`src/rtl/grng_sample_collector.sv`:
```
// Consumer end of the Ziggurat GRNG pipeline: filters rejected samples, buffers accepted
// Q8.28 values in a FWFT FIFO, throttles Stage1 through hold, and keeps sample counters.
module grng_sample_collector #(
    parameter int unsigned WIDTH      = 36,
    parameter int unsigned DEPTH      = 16,
    parameter int unsigned LOG2DEPTH  = 4,
    parameter int unsigned PIPE_DEPTH = 5,
    parameter int unsigned CNT_W      = 32
) (
    input  logic                 clk,
    input  logic                 rst,
    input  logic                 valid_in,
    input  logic                 reject_in,
    input  logic [WIDTH-1:0]     value_in,
    input  logic [CNT_W-1:0]     limit,
    output logic                 hold,
    output logic                 out_valid,
    input  logic                 out_ready,
    output logic [WIDTH-1:0]     out_data,
    output logic [LOG2DEPTH:0]   level,
    output logic [CNT_W-1:0]     total_count,
    output logic [CNT_W-1:0]     reject_count,
    output logic                 overflow,
    output logic                 done
);

    localparam logic [LOG2DEPTH:0] FULL_LVL = (LOG2DEPTH + 1)'(DEPTH);
    // Threshold leaves room for PIPE_DEPTH in-flight samples plus one cycle of gating delay.
    localparam logic [LOG2DEPTH:0] HOLD_LVL = (LOG2DEPTH + 1)'(DEPTH - PIPE_DEPTH - 1);

    logic [WIDTH-1:0]     mem_q [DEPTH];
    logic [LOG2DEPTH-1:0] wr_ptr_q, wr_ptr_d;
    logic [LOG2DEPTH-1:0] rd_ptr_q, rd_ptr_d;
    logic [LOG2DEPTH:0]   level_q, level_d;
    logic [CNT_W-1:0]     total_q, total_d;
    logic [CNT_W-1:0]     reject_q, reject_d;
    logic                 overflow_q, overflow_d;
    logic                 done_q, done_d;

    logic                 seen;
    logic                 push_req;
    logic                 pop;
    logic                 full;
    logic                 push;
    logic                 drop;
    logic [CNT_W-1:0]     total_inc;
    logic                 total_sat;
    logic                 reject_sat;

    always_comb begin
        seen       = valid_in && !done_q;
        push_req   = seen && !reject_in;
        pop        = (level_q != '0) && out_ready;
        full       = (level_q == FULL_LVL);
        // A full FIFO still accepts a write when the head leaves in the same cycle.
        push       = push_req && (!full || pop);
        drop       = push_req && full && !pop;
        total_inc  = total_q + CNT_W'(1);
        total_sat  = &total_q;
        reject_sat = &reject_q;
    end

    always_comb begin
        wr_ptr_d   = wr_ptr_q;
        rd_ptr_d   = rd_ptr_q;
        level_d    = level_q;
        total_d    = total_q;
        reject_d   = reject_q;
        overflow_d = overflow_q;
        done_d     = done_q;

        if (push) begin
            wr_ptr_d = wr_ptr_q + LOG2DEPTH'(1);
        end
        if (pop) begin
            rd_ptr_d = rd_ptr_q + LOG2DEPTH'(1);
        end

        case ({push, pop})
            2'b10:   level_d = level_q + (LOG2DEPTH + 1)'(1);
            2'b01:   level_d = level_q - (LOG2DEPTH + 1)'(1);
            default: level_d = level_q;
        endcase

        if (seen && !total_sat) begin
            total_d = total_inc;
        end
        if (seen && reject_in && !reject_sat) begin
            reject_d = reject_q + CNT_W'(1);
        end
        if (drop) begin
            overflow_d = 1'b1;
        end
        // Equality on the incrementing edge only; lowering limit later never sets done.
        if (seen && !total_sat && (limit != '0) && (total_inc == limit)) begin
            done_d = 1'b1;
        end
    end

    always_ff @(posedge clk) begin
        if (rst) begin
            wr_ptr_q   <= '0;
            rd_ptr_q   <= '0;
            level_q    <= '0;
            total_q    <= '0;
            reject_q   <= '0;
            overflow_q <= 1'b0;
            done_q     <= 1'b0;
        end else begin
            wr_ptr_q   <= wr_ptr_d;
            rd_ptr_q   <= rd_ptr_d;
            level_q    <= level_d;
            total_q    <= total_d;
            reject_q   <= reject_d;
            overflow_q <= overflow_d;
            done_q     <= done_d;
        end
    end

    always_ff @(posedge clk) begin
        if (!rst && push) begin
            mem_q[wr_ptr_q] <= value_in;
        end
    end

    assign out_valid    = (level_q != '0);
    assign out_data     = mem_q[rd_ptr_q];
    assign level        = level_q;
    assign total_count  = total_q;
    assign reject_count = reject_q;
    assign overflow     = overflow_q;
    assign done         = done_q;
    assign hold         = done_q || (level_q >= HOLD_LVL);

endmodule

```
`config.mk`:
```
export PLATFORM = sky130hd
export DESIGN_NAME = grng_sample_collector
export DESIGN_NICKNAME = d
export VERILOG_FILES = /design/src/rtl/grng_sample_collector.sv
export SDC_FILE = /design/constraint.sdc
export NUM_CORES = 1
export LEC_CHECK = 0
export ABC_AREA = 1
export CAP_MARGIN = 10
export CORE_MARGIN = 4
export CORE_UTILIZATION = 59
export CTS_CLUSTER_DIAMETER = 80
export CTS_CLUSTER_SIZE = 12
export DETAILED_ROUTE_END_ITERATION = 8
export PLACE_DENSITY = 0.8
export SLEW_MARGIN = 20
export SYNTH_ARGS = -nofsm -noshare
export SYNTH_HDL_FRONTEND = slang
export SYNTH_SLANG_ARGS = --single-unit
export TNS_END_PERCENT = 5
```
`constraint.sdc`:
```
create_clock -name clk -period 4.5 [get_ports clk]
set_input_delay 0.9 -clock clk [delete_from_list [all_inputs] [get_ports clk]]
set_output_delay 0.9 -clock clk [all_outputs]
set_load 0.01 [all_outputs]
```
# ---- Word level (Yosys, flattened, before mapping)
# Memory sizes are Yosys's and may differ from the RTL's. A register that Yosys moved wholly into a read port is not among the register bits.
# Index checks and enable logic that the tools add are counted.
dict set report classes {
  magnitude_cmp 1
  bitwise 0
  mul 0
  n_reduce_logical 26
  div 0
  n_eq_ne 4
  n_addsub 6
  mux 5
  shift 0
}
# cell n
set ops {}
lappend ops {{$add A32 B1 Y32 const B} 2}
lappend ops {{$reduce_and A32 Y1} 2}
lappend ops {{$eq A32 B32 Y1} 1}
lappend ops {{$reduce_bool A32 Y1} 1}
lappend ops {{$logic_and A1 B1 Y1} 12}
lappend ops {{$pmux W5 S2} 1}
lappend ops {{$add A4 B1 Y4 const B} 2}
lappend ops {{$mux W4} 2}
lappend ops {{$logic_not A1 Y1} 7}
lappend ops {{$add A5 B1 Y5 const B} 1}
lappend ops {{$eq A5 B5 Y1 const B} 1}
lappend ops {{$ge A5 B4 Y1 const B} 1}
lappend ops {{$reduce_bool A5 Y1} 1}
lappend ops {{$sub A5 B1 Y5 const B} 1}
lappend ops {{$eq A2 B1 Y1 const B} 1}
lappend ops {{$eq A2 B2 Y1 const B} 1}
lappend ops {{$logic_or A1 B1 Y1} 2}
lappend ops {{$mux W1} 2}
lappend ops {{$reduce_bool A2 Y1} 1}
dict set report totals {
  mem_bits_ro 0
  in_bits 73
  mem_bits_rw 576
  mem_count 1
  out_inout_bits 109
  register_bits 79
  latchBits 0
  elab_cells 50
}
# name words word_bits read_ports rd_ports_with_merged_regs wr line
set mem_list {}
lappend mem_list {mem_q 16 36 1 1 1 31} ;# logic [WIDTH-1:0] mem_q [DEPTH];

# ---- Logic depth before layout (Yosys ltp)
# Gate-level depths: netlist (run 1).
dict set report depth {
  word_depth 7
  ltp_mapped 16
  mapped_depth_nobuf 16
}

# ---- Worst setup path before layout (run 1)
# Ideal clock, no wire load.
dict set report synth_path {
  path_type {input to register}
  from {input port rst}
  to {memory mem_q[15][0], enable pin}
  n_path_buf 2
  arrival_time_ps 3138
  required_time_ps 4071
  path_slack_ps 933
  cell_stages 5
  path_cell_list {clkbuf_1 -> inv_1 -> clkbuf_1 -> nand3_1 -> nor2_1}
}
dict set report synth_via {
  elab_chain_cells 4
}
# item line
set synth_lines {}
lappend synth_lines {{from (decl)} 11} ;# input logic rst,
lappend synth_lines {{$logic_not A1 Y1} 121} ;# if (!rst && push) begin
lappend synth_lines {{$logic_and A1 B1 Y1} 121}
lappend synth_lines {{$mux W1} 121}
lappend synth_lines {{$mux W1 (not written as such)} 122} ;# mem_q[wr_ptr_q] <= value_in;
lappend synth_lines {{to (decl)} 31}
# No other way between the ends.

==> reports/metrics.sh, run 1 <==
NUMCTSBUFFERS=61
DRTANTENNAVIOLNETS=0
CRIT_FANOUT=107
SEQUENTIAL_AREA_SHARE_AFTER_SYNTHESIS=0.6702
MAX_FREQ_MHz=258.5
DIEAREA_UM2=51510
LIST_OF_CELLS_TRAVERSED_BY_THE_CRITICAL_PATH='buf_12 > mux2i_1 > o211ai_1 > o211ai_1 > nand2_1 > clkdlybuf4s50_1'
AREA_TAKEN_BY_FLIP_FLOPS_AND_LATCHES_UM2=18970
SLEW_HEADROOM=0.3496
PLACE.DETAILED.HPWL_UM=41090
ASYNC_FLOP_SHARE=0
PIN_COUNT_OF_THE_BIGGEST_NET_ENTERING_GLOBAL_ROUTING=145
MAX_SLEW.WORST_PIN.SLEW_PS=975.7
P_SEQ_FRAC=0.454
SETUP.WORST_PATH.START_CLASS='flop'
NUMBER_OF_FILLER_CELLS_PLACED_IN_THE_LAYOUT=3161
PATH_CLK_SLEW_PS=60
H-TREE-DEPTH=2
YOSYS-TOP-CELLS-AREA='sky130_fd_sc_hd__edfxtp_1 61%, sky130_fd_sc_hd__dfxtp_1 5.9%, sky130_fd_sc_hd__mux2i_1 5.1%, sky130_fd_sc_hd__o21ai_0 3.9%, sky130_fd_sc_hd__o211ai_1 3.8%'
SETUP.WORST_PATH.CLASS='reg2out'
YS_WARN_COUNT=0
DIE-WIDTH_UM=227.0
VDD.IR_DROP.WORST_uV=363.2
DRT-VIAS-PER-INSTANCE=6.042
GPL.FINAL_WEIGHTED_CONGESTION=0.9115
FIN_CRIT_SH=0.8596
ROW_COUNT=79
SYNTH_TOP_AREA_CELL='sky130_fd_sc_hd__edfxtp_1'
DIE_HEIGHT_UM=227.0
ROOT_BUFFER='sky130_fd_sc_hd__clkbuf_16'
REPORT.FINAL.SLEW_VIOL_COUNT=0
CTS.REPAIR_TIMING.SETUP_BUFFER_COUNT=0
RUN_STATUS='completed'
CRIT_TOP_CELL='sky130_fd_sc_hd__o211ai_1'
POWER.SWITCHING_mW=4.339
CTS_HOLD_BUFFERS=0
WIRE_LENGTH_OF_THE_FIRST_GLOBAL_ROUTING_PASS_UM=106600
CORE_AREA_UM2=46950
DRCVIOLATIONCOUNT=0
CPLARGESTDELAYFAMILY='buffers and inverters'
SYNTH.DISTINCT_CELLS=45
WORSTPATHARRIVAL_PS=2970
CLOCK-SKEW-FINAL_PS=37.96
POST_ROUTE_CELLS_DRIVE_ABOVE_1_SHARE=0.06411
CLOCK_SINKS=659
FIN_NETS=2666
FINAL_PERIOD_MINUS_WORST_SETUP_SLACK_PS=3868
IO-PIN-COUNT=182
SHARE_OF_TOTAL_POWER_IN_THE_CLOCK_NETWORK=0.311
CTS_MAX_PATH_BUFFERS=3
CELLINTERNALPOWER_mW=10.75
NETLIST_AREA_UM2=28290
P_LEAK_nW=11.22
POWERDENSITY_nW_PER_UM2=459.4
SETUP_VIOL=0
PORT_BUFFERS=181
CLASS_OF_THE_TIGHTEST_HOLD_OR_REMOVAL_CHECK='reg2reg'
DETAILEDROUTE.FIRSTITERATIONVIOLATIONS=2010
SYNTHESIS.INSTANCES=2409
CRITPATHSLOWESTCELL='sky130_fd_sc_hd__dfxtp_4'
UNREPAIRED_SETUP_ENDPOINTS_AFTER_GLOBAL_ROUTING='false'
SYNTH_SEQ_CELLS=659
FINALSETUPTNS_PS=0
SWITCHING_PORTION_OF_TOTAL_POWER=0.2876
CLOCK_INSERTION_DELAY_WORST_SKEW_PS=650
WORSTPATHREQUIRED_PS=3600
WORST_SETUP_PATH_END_KIND='output port'
GLOBAL_ROUTE.OVERFLOW_TOTAL=0
SYN_TO_FINAL_GROWTH_PCT=16.08
SYNTH.TOP_CELL.AREA_SHARE=0.6115
MULTI_INPUT_COMB_AREA_UM2=8029
SYNTH-EDFF-COUNT=576
EFFECTIVE_UTILIZATION_AT_FLOORPLAN=0.6025
OVERALL_VIA_COUNT_FROM_DETAIL_ROUTE=19419
GRT_ANTENNA_BEFORE_REPAIR=1
POSTLAYOUTCOREUTIL=0.6993
SLOWEST_DELAY_PS=580
NUMBER_OF_DETAILED_ROUTING_ITERATIONS_RUN_BEFORE_ANTENNA_REPAIR=5
SYNTH-MAIN-FF-CELL='sky130_fd_sc_hd__edfxtp_1'
MAPPED_AVG_CELL_AREA_UM2=11.74
MAX_CAP_VIOL_COUNT=0
CTS_REPAIR_RESIZE_COUNT=0
CRITPATHBUFINV=2
MAPPEDNETLISTNETS=2494
WL_PER_CELL_UM=21.45
FINALHOLDVIOLCOUNT=0
VIA_COUNT_OF_THE_FIRST_GLOBAL_ROUTING_PASS=19343
COMB_POWER_SHARE=0.236
CTS_TREE='done'
GRT.TOTAL_USAGE=0.2655
ROUTED_WL_UM=68930
[stage by stage]
| step | hold WS (ps) | total power, mW | area, µm² | setup WS [ps] | std cells |
|---|---|---|---|---|---|
| after global routing | 512.9 | 15.73 | 32830 | 510.5 | 3213 |
| after global placement | 459.5 | 10.39 | 31110 | 696.6 | 3125 |
| after detailed placement | 464.1 | 10.50 | 31110 | 582.4 | 3125 |
| after floorplan | 459.7 | 9.138 | 28290 | 933.1 | 2409 |
| after CTS | 488.4 | 15.15 | 32830 | 574.2 | 3212 |
| final | 494.4 | 15.08 | 32840 | 631.6 | 3214 |
[sequential cells by signal, indices dropped and copies added (netlist names), named ones only]
| register | flops |
|---|---|
| mem_q | 576 |
| overflow | 1 |
| reject_count | 32 |
| rd_ptr_q | 4 |
| level | 5 |
| done | 1 |
| total_count | 32 |
| wr_ptr_q | 4 |
[power groups by stage]
stage                     Clock [mW]  Sequential, mW  Combinational (mW)
after floorplan                    0            6.92                2.22
after global placement             0            6.96                3.42
after detailed placement           0            6.97                3.53
after CTS                       4.75            6.84                3.56
after global routing            4.99            6.85                3.90
final                           4.69            6.84                3.56
[worst paths after layout]
check / startpoint / end / slack [ps] / depth (start not counted)
hold / removal: overflow / overflow / 490 / 2
setup / recovery: flop / out_data[13] / 630 / 6
hold reg to reg: overflow / overflow / 490 / 2
setup reg to reg: done / level[4] / 1420 / 16
[synth_stat cells (3+ instances only)]
master,number
sky130_fd_sc_hd__edfxtp_1,576
sky130_fd_sc_hd__nand2_1,278
sky130_fd_sc_hd__inv_1,250
sky130_fd_sc_hd__o21ai_0,220
sky130_fd_sc_hd__a21oi_1,188
sky130_fd_sc_hd__o211ai_1,145
sky130_fd_sc_hd__mux2i_1,144
sky130_fd_sc_hd__nor2_1,142
sky130_fd_sc_hd__nand3_1,123
sky130_fd_sc_hd__clkbuf_1,85
sky130_fd_sc_hd__dfxtp_1,83
sky130_fd_sc_hd__buf_2,25
sky130_fd_sc_hd__nor3_1,21
sky130_fd_sc_hd__a31oi_1,17
sky130_fd_sc_hd__nand4_1,13
sky130_fd_sc_hd__ha_1,11
sky130_fd_sc_hd__nand3b_1,10
sky130_fd_sc_hd__nor2_4,10
sky130_fd_sc_hd__nand2_2,9
sky130_fd_sc_hd__xor2_1,9
sky130_fd_sc_hd__buf_1,7
sky130_fd_sc_hd__a211oi_1,4
sky130_fd_sc_hd__clkinv_1,4
sky130_fd_sc_hd__xnor2_1,4
sky130_fd_sc_hd__o21a_1,3
[cell type report]
type,count,share of cell area
flip-flops and latches,659,0.5778
multi-input cells,1377,0.2445
repair buffers,226,0.07271
clock buffers,81,0.04942
inverters,256,0.02934
well taps,607,0.02313
clock inverters,6,0.002972
diodes,2,0.0001524
[tightest hold or removal path: stages (launching register included)]
cell	delay [ps]
sky130_fd_sc_hd__dfxtp_1	340
sky130_fd_sc_hd__a21oi_1	50
sky130_fd_sc_hd__nor2_1	70
[cell usage in the layout, fill, tap and decap left out, types with 3 or more instances in the layout]
master	instances
sky130_fd_sc_hd__clkbuf_16	62
sky130_fd_sc_hd__a211oi_1	4
sky130_fd_sc_hd__o21a_1	3
sky130_fd_sc_hd__nor2_1	126
sky130_fd_sc_hd__o211ai_1	145
sky130_fd_sc_hd__dfxtp_1	79
sky130_fd_sc_hd__nand3b_1	10
sky130_fd_sc_hd__mux2i_1	144
sky130_fd_sc_hd__clkdlybuf4s50_1	181
sky130_fd_sc_hd__xnor2_1	4
sky130_fd_sc_hd__buf_12	19
sky130_fd_sc_hd__nand2_2	9
sky130_fd_sc_hd__clkinv_1	4
sky130_fd_sc_hd__a31oi_1	17
sky130_fd_sc_hd__nand2_1	278
sky130_fd_sc_hd__xor2_1	9
sky130_fd_sc_hd__clkbuf_1	19
sky130_fd_sc_hd__nand4_1	13
sky130_fd_sc_hd__o21ai_0	220
sky130_fd_sc_hd__inv_1	250
sky130_fd_sc_hd__dfxtp_4	3
sky130_fd_sc_hd__nor3_1	21
sky130_fd_sc_hd__nand3_1	123
sky130_fd_sc_hd__edfxtp_1	576
sky130_fd_sc_hd__a21oi_1	187
sky130_fd_sc_hd__ha_1	11
sky130_fd_sc_hd__nor2_4	26
sky130_fd_sc_hd__buf_4	26
[layer usage]
layer | share of wire | GRT usage | up-vias
met2 | 0.49 | 0.4413 | 878
met5 | 0 | 0 | -
met4 | 0.030 | 0.08999 | 0
met1 | 0.40 | 0.3630 | 9421
li1 | - | - | 8974
met3 | 0.082 | 0.04346 | 146
[kinds of logic after synthesis]
logic type / Yosys count / share of synthesized area
flops: 659 / 0.6702
simple gates: 619 / 0.09682
compound gates: 585 / 0.1185
buf+inv: 373 / 0.05060
mux: 144 / 0.05096
xor+xnor: 17 / 0.007298
fa+ha+maj: 12 / 0.005573
(Power assumes the default switching activity.)
==> inputs of run 2 (changes only) <==
Settings changed: CAP_MARGIN 10 to 15.
==> results of run 2 <==
The final DEF is identical to that of run 1; final timing and power are the same.
==> RTL change 1: new RTL, config.mk and constraints of run 2 <==
Add an input register stage for `limit`, without a reset; this delays it by one clock. The other inputs are not delayed to match.
--- a/src/rtl/grng_sample_collector.sv
+++ b/src/rtl/grng_sample_collector.sv
@@ -28,4 +28,10 @@
     // Threshold leaves room for PIPE_DEPTH in-flight samples plus one cycle of gating delay.
     localparam logic [LOG2DEPTH:0] HOLD_LVL = (LOG2DEPTH + 1)'(DEPTH - PIPE_DEPTH - 1);
+
+    logic [CNT_W-1:0] limit_q;
+
+    always_ff @(posedge clk) begin
+        limit_q <= limit;
+    end
 
     logic [WIDTH-1:0]     mem_q [DEPTH];
@@ -93,5 +99,5 @@
         end
         // Equality on the incrementing edge only; lowering limit later never sets done.
-        if (seen && !total_sat && (limit != '0) && (total_inc == limit)) begin
+        if (seen && !total_sat && (limit_q != '0) && (total_inc == limit_q)) begin
             done_d = 1'b1;
         end
Behaviour: not the same (a bounded check fails within 4 cycles, from zero or initial values and one cycle with rst high).
==> RTL change 1 against run 2 <==
  * Total power is 4.1% higher
  * Wire length barely moved
  * Sequential cell count grew 32
  * Synthesized area increased by 2.2%
  * Count of clock-buffer cells in the layout up 11
  * Register-to-register slack improved by 0.14 ns
  * Cell area up 2.2%
  * Setup slack worse by 0.067 ns
==> RTL change 1: results (changes against run 2) <==
Highest Signal Layer: met5
Worst Min Path Start: rd_ptr_q[3]
CP endpoint: out_data[35]
P_leak: 11.5 nW (+2.8%)
Clk pin slew, worst setup/hold paths: 0.06 ns (about the same)
First-pass GRT wire length: 107000 um (+0.74%)
Min Hold Slack: 0.460 ns (-0.0348 ns)
Slew margin rel.: 28.3% (-6.7 points)
Worst-skew pair later-pin latency: 0.58 ns (-0.07 ns)
Total GRT Usage: 25.8% (-0.78 points)
Clock Skews: 0.0215 ns (-0.0165 ns)
Worst setup path category: register to output port
WP data arrival: 3.04 ns (+0.07 ns)
Setup Buffers After CTS: 0 (unchanged)
Syn_area_per_cell: 11.8 um2 (+0.52%)
Post-DR wirelength/cell: 21.1 um (-1.6%)
Htree depth: 3 (+1)
Final #Nets: 2709 (+1.6%)
DR pass1 iterations: 6 (+1)
Pin count of the biggest net entering global routing: 145 (unchanged)
Most used flip-flop cell after synthesis: edfxtp_1
Starting DRT DRC Count: 2262 (+13%)
Longest Clk Path Bufs: 3 (unchanged)
IO buf count: 181 (unchanged)
Register area share after synthesis: 67.8% (+0.75 points)
Post-Place Cells: 3170 (+1.4%)
Vias in the first global route: 19700 (+2.1%)
Post-Route M1 WL: 27200 um (-0.58%)
Sw power: 0.00436 W (+0.51%)
Unique masters post-synth: 43 (-4.4%)
Pre-CTS setup slack: 0.641 ns (+0.0583 ns)
Wire length on met3: 6330 um (+12%)
Grt met3 use: 5.44% (+1.1 points)
Post-route setup slack: 0.565 ns (-0.0666 ns)
Worst vdd ir: 0.467 mV (+28%)
Max reg flops: 576 (unchanged)
GR Layer Usage met1: 34.5% (-1.8 points)
Routability Congestion: 0.948 (+4.0%)
Async set-reset flop share out of synthesis: 0% (unchanged)
Met2 Use GR: 42.7% (-1.5 points)
Num CTS Buffers: 67 (+9.8%)
Worst reg2reg path depth: 16 (unchanged)
Outcome: complete, no violations
CP Max Fanout: 23 (-79%)
CP max stage cell: clkinv_1
Initial antenna violation count: 4 (+3)
RR Endpoint: level[4]
Post-synth top cells: edfxtp_1 (576), nand2_1 (277), inv_1 (262), o21ai_0 (237), a21oi_1 (192)
Via count: 19800 (+1.7%)
Layout cells sized above 1: 6.12% (-0.30 points)
CP peak stage delay: 0.81 ns (+0.23 ns)
Largest cells by area after synthesis: edfxtp_1 (60%), dfxtp_1 (8.0%), mux2i_1 (5.0%), o21ai_0 (4.1%), o211ai_1 (3.8%)
Top delay family on crit path: buffers and inverters
Final Routed Wirelength: 68900 um (about the same)
R2r setup slk: 1.56 ns (+0.14 ns)
Met2 routed WL: 33800 um (-0.29%)
DP HPWL: 40000 um (-2.7%)
Post-synthesis net count: 2535 (+1.6%)
DP Area: 31700 um2 (+1.7%)
Yosys Warn Count: 0 (unchanged)
## RTL change 1: logic make-up (layout without fill, tap and decap cells)
group,after synthesis,after routing,share of synthesized area (%)
xor+xnor,16,16,0.584
compound gates,601,601,11.8
fa+ha+maj,12,12,0.545
simple gates,600,600,9.20
mux,144,144,4.98
buf+inv,386,585,5.12
flops,691,691,67.8
other cells,0,3,0
## RTL change 1: layout make-up
type / count / area, um2
clock inverter: 2 / 38.8
sequential: 691 / 19600
antenna: 3 / 7.51
clock buffer: 92 / 1860
multi-input combinational: 1373 / 7970
timing repair buffer: 222 / 2290
fill: 3216 / 14500
inverter: 269 / 1010
tap: 615 / 769
## RTL change 1: power groups by stage
stage          Clock [W]  Sequential (W)  Combinational (W)
2_1_floorplan          0         0.00723            0.00221
3_3_place_gp           0         0.00727            0.00333
3_5_place_dp           0         0.00728            0.00343
4_1_cts          0.00514         0.00714            0.00348
5_1_grt          0.00545         0.00715            0.00379
6_report         0.00509         0.00715            0.00347
==> RTL change 2: new RTL, flow settings as in run 2 <==
Made on the original files. The parameter `LOG2DEPTH` goes from 4 to 3.
--- a/src/rtl/grng_sample_collector.sv
+++ b/src/rtl/grng_sample_collector.sv
@@ -4,5 +4,5 @@
     parameter int unsigned WIDTH      = 36,
     parameter int unsigned DEPTH      = 16,
-    parameter int unsigned LOG2DEPTH  = 4,
+    parameter int unsigned LOG2DEPTH  = 3,
     parameter int unsigned PIPE_DEPTH = 5,
     parameter int unsigned CNT_W      = 32
Interface: changed (resized level); port bits go from 182 to 181. The function was not compared with the original's and may differ.
==> RTL change 2 against run 2 <==
  * Synthesized area fell by 43%
  * Sequential cell count decreased by 292
  * First-iteration DRC count shrank 42%
  * Setup slack improved by 0.014 ns
  * Clock power is 42% lower
  * Critical endpoint is now out_data[33]
  * Cell count decreased by 32%
  * Critical path depth unchanged
  * Wire length is 41% lower
  * Cell area shrank 41%
  * Total power is 40% lower
  * Highest routed layer is now met5
  * Sequential power fell by 44%
  * Largest cell class unchanged
  * Global-route usage shrank 0.26 points
  * Count of clock-buffer cells in the layout fell by 29
==> RTL change 2: results (changes against run 2) <==
Clock buffers: 52 (-36%)
Vias in the first global route: 12800 (-34%)
Buffers, non-clock: 203 (-10%)
Grt met3 use: 5.74% (+1.4 points)
WP data arrival: 2.95 ns (-0.02 ns)
Outcome: complete, no violations
Total GRT Usage: 26.3% (-0.26 points)
Highest Signal Layer: met5
Met2 Use GR: 43.8% (-0.36 points)
Num CTS Buffers: 36 (-41%)
Inverter count: 103 (-60%)
Post-Route M1 WL: 16000 um (-41%)
Worst vdd ir: 0.366 mV (+0.89%)
IO buf count: 180 (-0.55%)
Final #Nets: 1910 (-28%)
Largest cells by area after synthesis: edfxtp_1 (53%), dfxtp_1 (9.8%), nor2_1 (8.6%), o21ai_0 (6.1%), nand2_1 (5.6%)
Diodes inserted: 0 (-2)
R2r setup slk: 2.05 ns (+0.63 ns)
Layout Cells excl Fill: 2188 (-32%)
Filler instances: 1928 (-39%)
Register area share after synthesis: 63.1% (-3.9 points)
Avg Vias per Cell: 5.83 (-3.4%)
Starting DRT DRC Count: 1166 (-42%)
GR Layer Usage met1: 34.1% (-2.2 points)
Wire length on met3: 3610 um (-36%)
Post-DR wirelength/cell: 18.4 um (-14%)
Worst-skew pair later-pin latency: 0.52 ns (-0.13 ns)
Post-route setup slack: 0.646 ns (+0.0142 ns)
Synthesized flop and latch total: 367 (-44%)
Slew margin rel.: 41.8% (+6.8 points)
NonClk Buf Share: 10.6% (+3.3 points)
Syn_area_per_cell: 9.78 um2 (-17%)
Reg area: 10200 um2 (-46%)
Met2 routed WL: 19400 um (-43%)
DP Area: 18500 um2 (-41%)
Post-Place Cells: 2132 (-32%)
Post-synth top cells: nor2_1 (370), edfxtp_1 (288), nand2_1 (241), o21ai_0 (197), inv_1 (95)
Max reg flops: 288 (-50%)
Routability Congestion: 0.934 (+2.5%)
Layout cells sized above 1: 5.47% (-0.94 points)
Pre-CTS setup slack: 1.21 ns (+0.628 ns)
Post-synth design cell area: 16200 um2 (-43%)
Post-synthesis net count: 1739 (-30%)
First-pass GRT wire length: 64300 um (-40%)
Fraction of area in multi-input gates: 27.6% (+3.1 points)
Number of flops mapped to enable cells by yosys: 288 (-50%)
P_leak: 6.77 nW (-40%)
CP Max Fanout: 72 (-33%)
Clk tree area frac: 5.30% (+0.063 points)
RTL change 2: cell types whose count changed in the layout (fill, tap and decap cells not counted), moves of 38 or more:
cell	before	now
a21oi_1	187	42
a31oi_1	17	55
edfxtp_1	576	288
inv_1	250	95
mux2i_1	144	0
nand3_1	123	66
nor2_1	126	367
o211ai_1	145	0
RTL change 2: cell families (layout without fill, tap and decap cells):
kind of cell | count (synthesis) | count (layout) | share of synthesized area (%)
simple gates | 748 | 748 | 19.2
fa+ha+maj | 8 | 8 | 0.664
flops | 367 | 367 | 63.1
buf+inv | 173 | 362 | 4.05
compound gates | 340 | 340 | 11.4
xor+xnor | 22 | 22 | 1.62
RTL change 2: path summary, 6_finish.rpt:
check              startpoint      endpoint  depth (start not counted)
setup / recovery     register  out_data[33]                          6
hold / removal    rd_ptr_q[2]   rd_ptr_q[2]                          2
setup reg to reg     level[1]      level[3]                         14
hold reg to reg   rd_ptr_q[2]   rd_ptr_q[2]                          2
RTL change 2: power by group:
group          total (W)  switching [W]  leakage, nW  internal (W)
clock            0.00274        0.00120        0.498       0.00154
sequential       0.00384      0.0000785         3.24       0.00376
combinational    0.00254        0.00149         3.03       0.00105
RTL change 2: critical path, stage by stage (launching register included):
cell and delay [ns]:
dfxtp_2 0.33, buf_4 0.63, o21ai_0 0.27, o22ai_1 0.24, nor2_1 0.06, a31oi_1 0.25, clkdlybuf4s50_1 0.61
RTL change 2: through the flow:
stage               hold slack (ns)  setup TNS, ns  util (%)
global placement              0.448              0      68.5
detailed placement            0.456              0      68.5
global route                  0.498              0      72.3
CTS                           0.470              0      72.3
floorplan                     0.433        -101.49         -
finish                        0.469              0      72.3
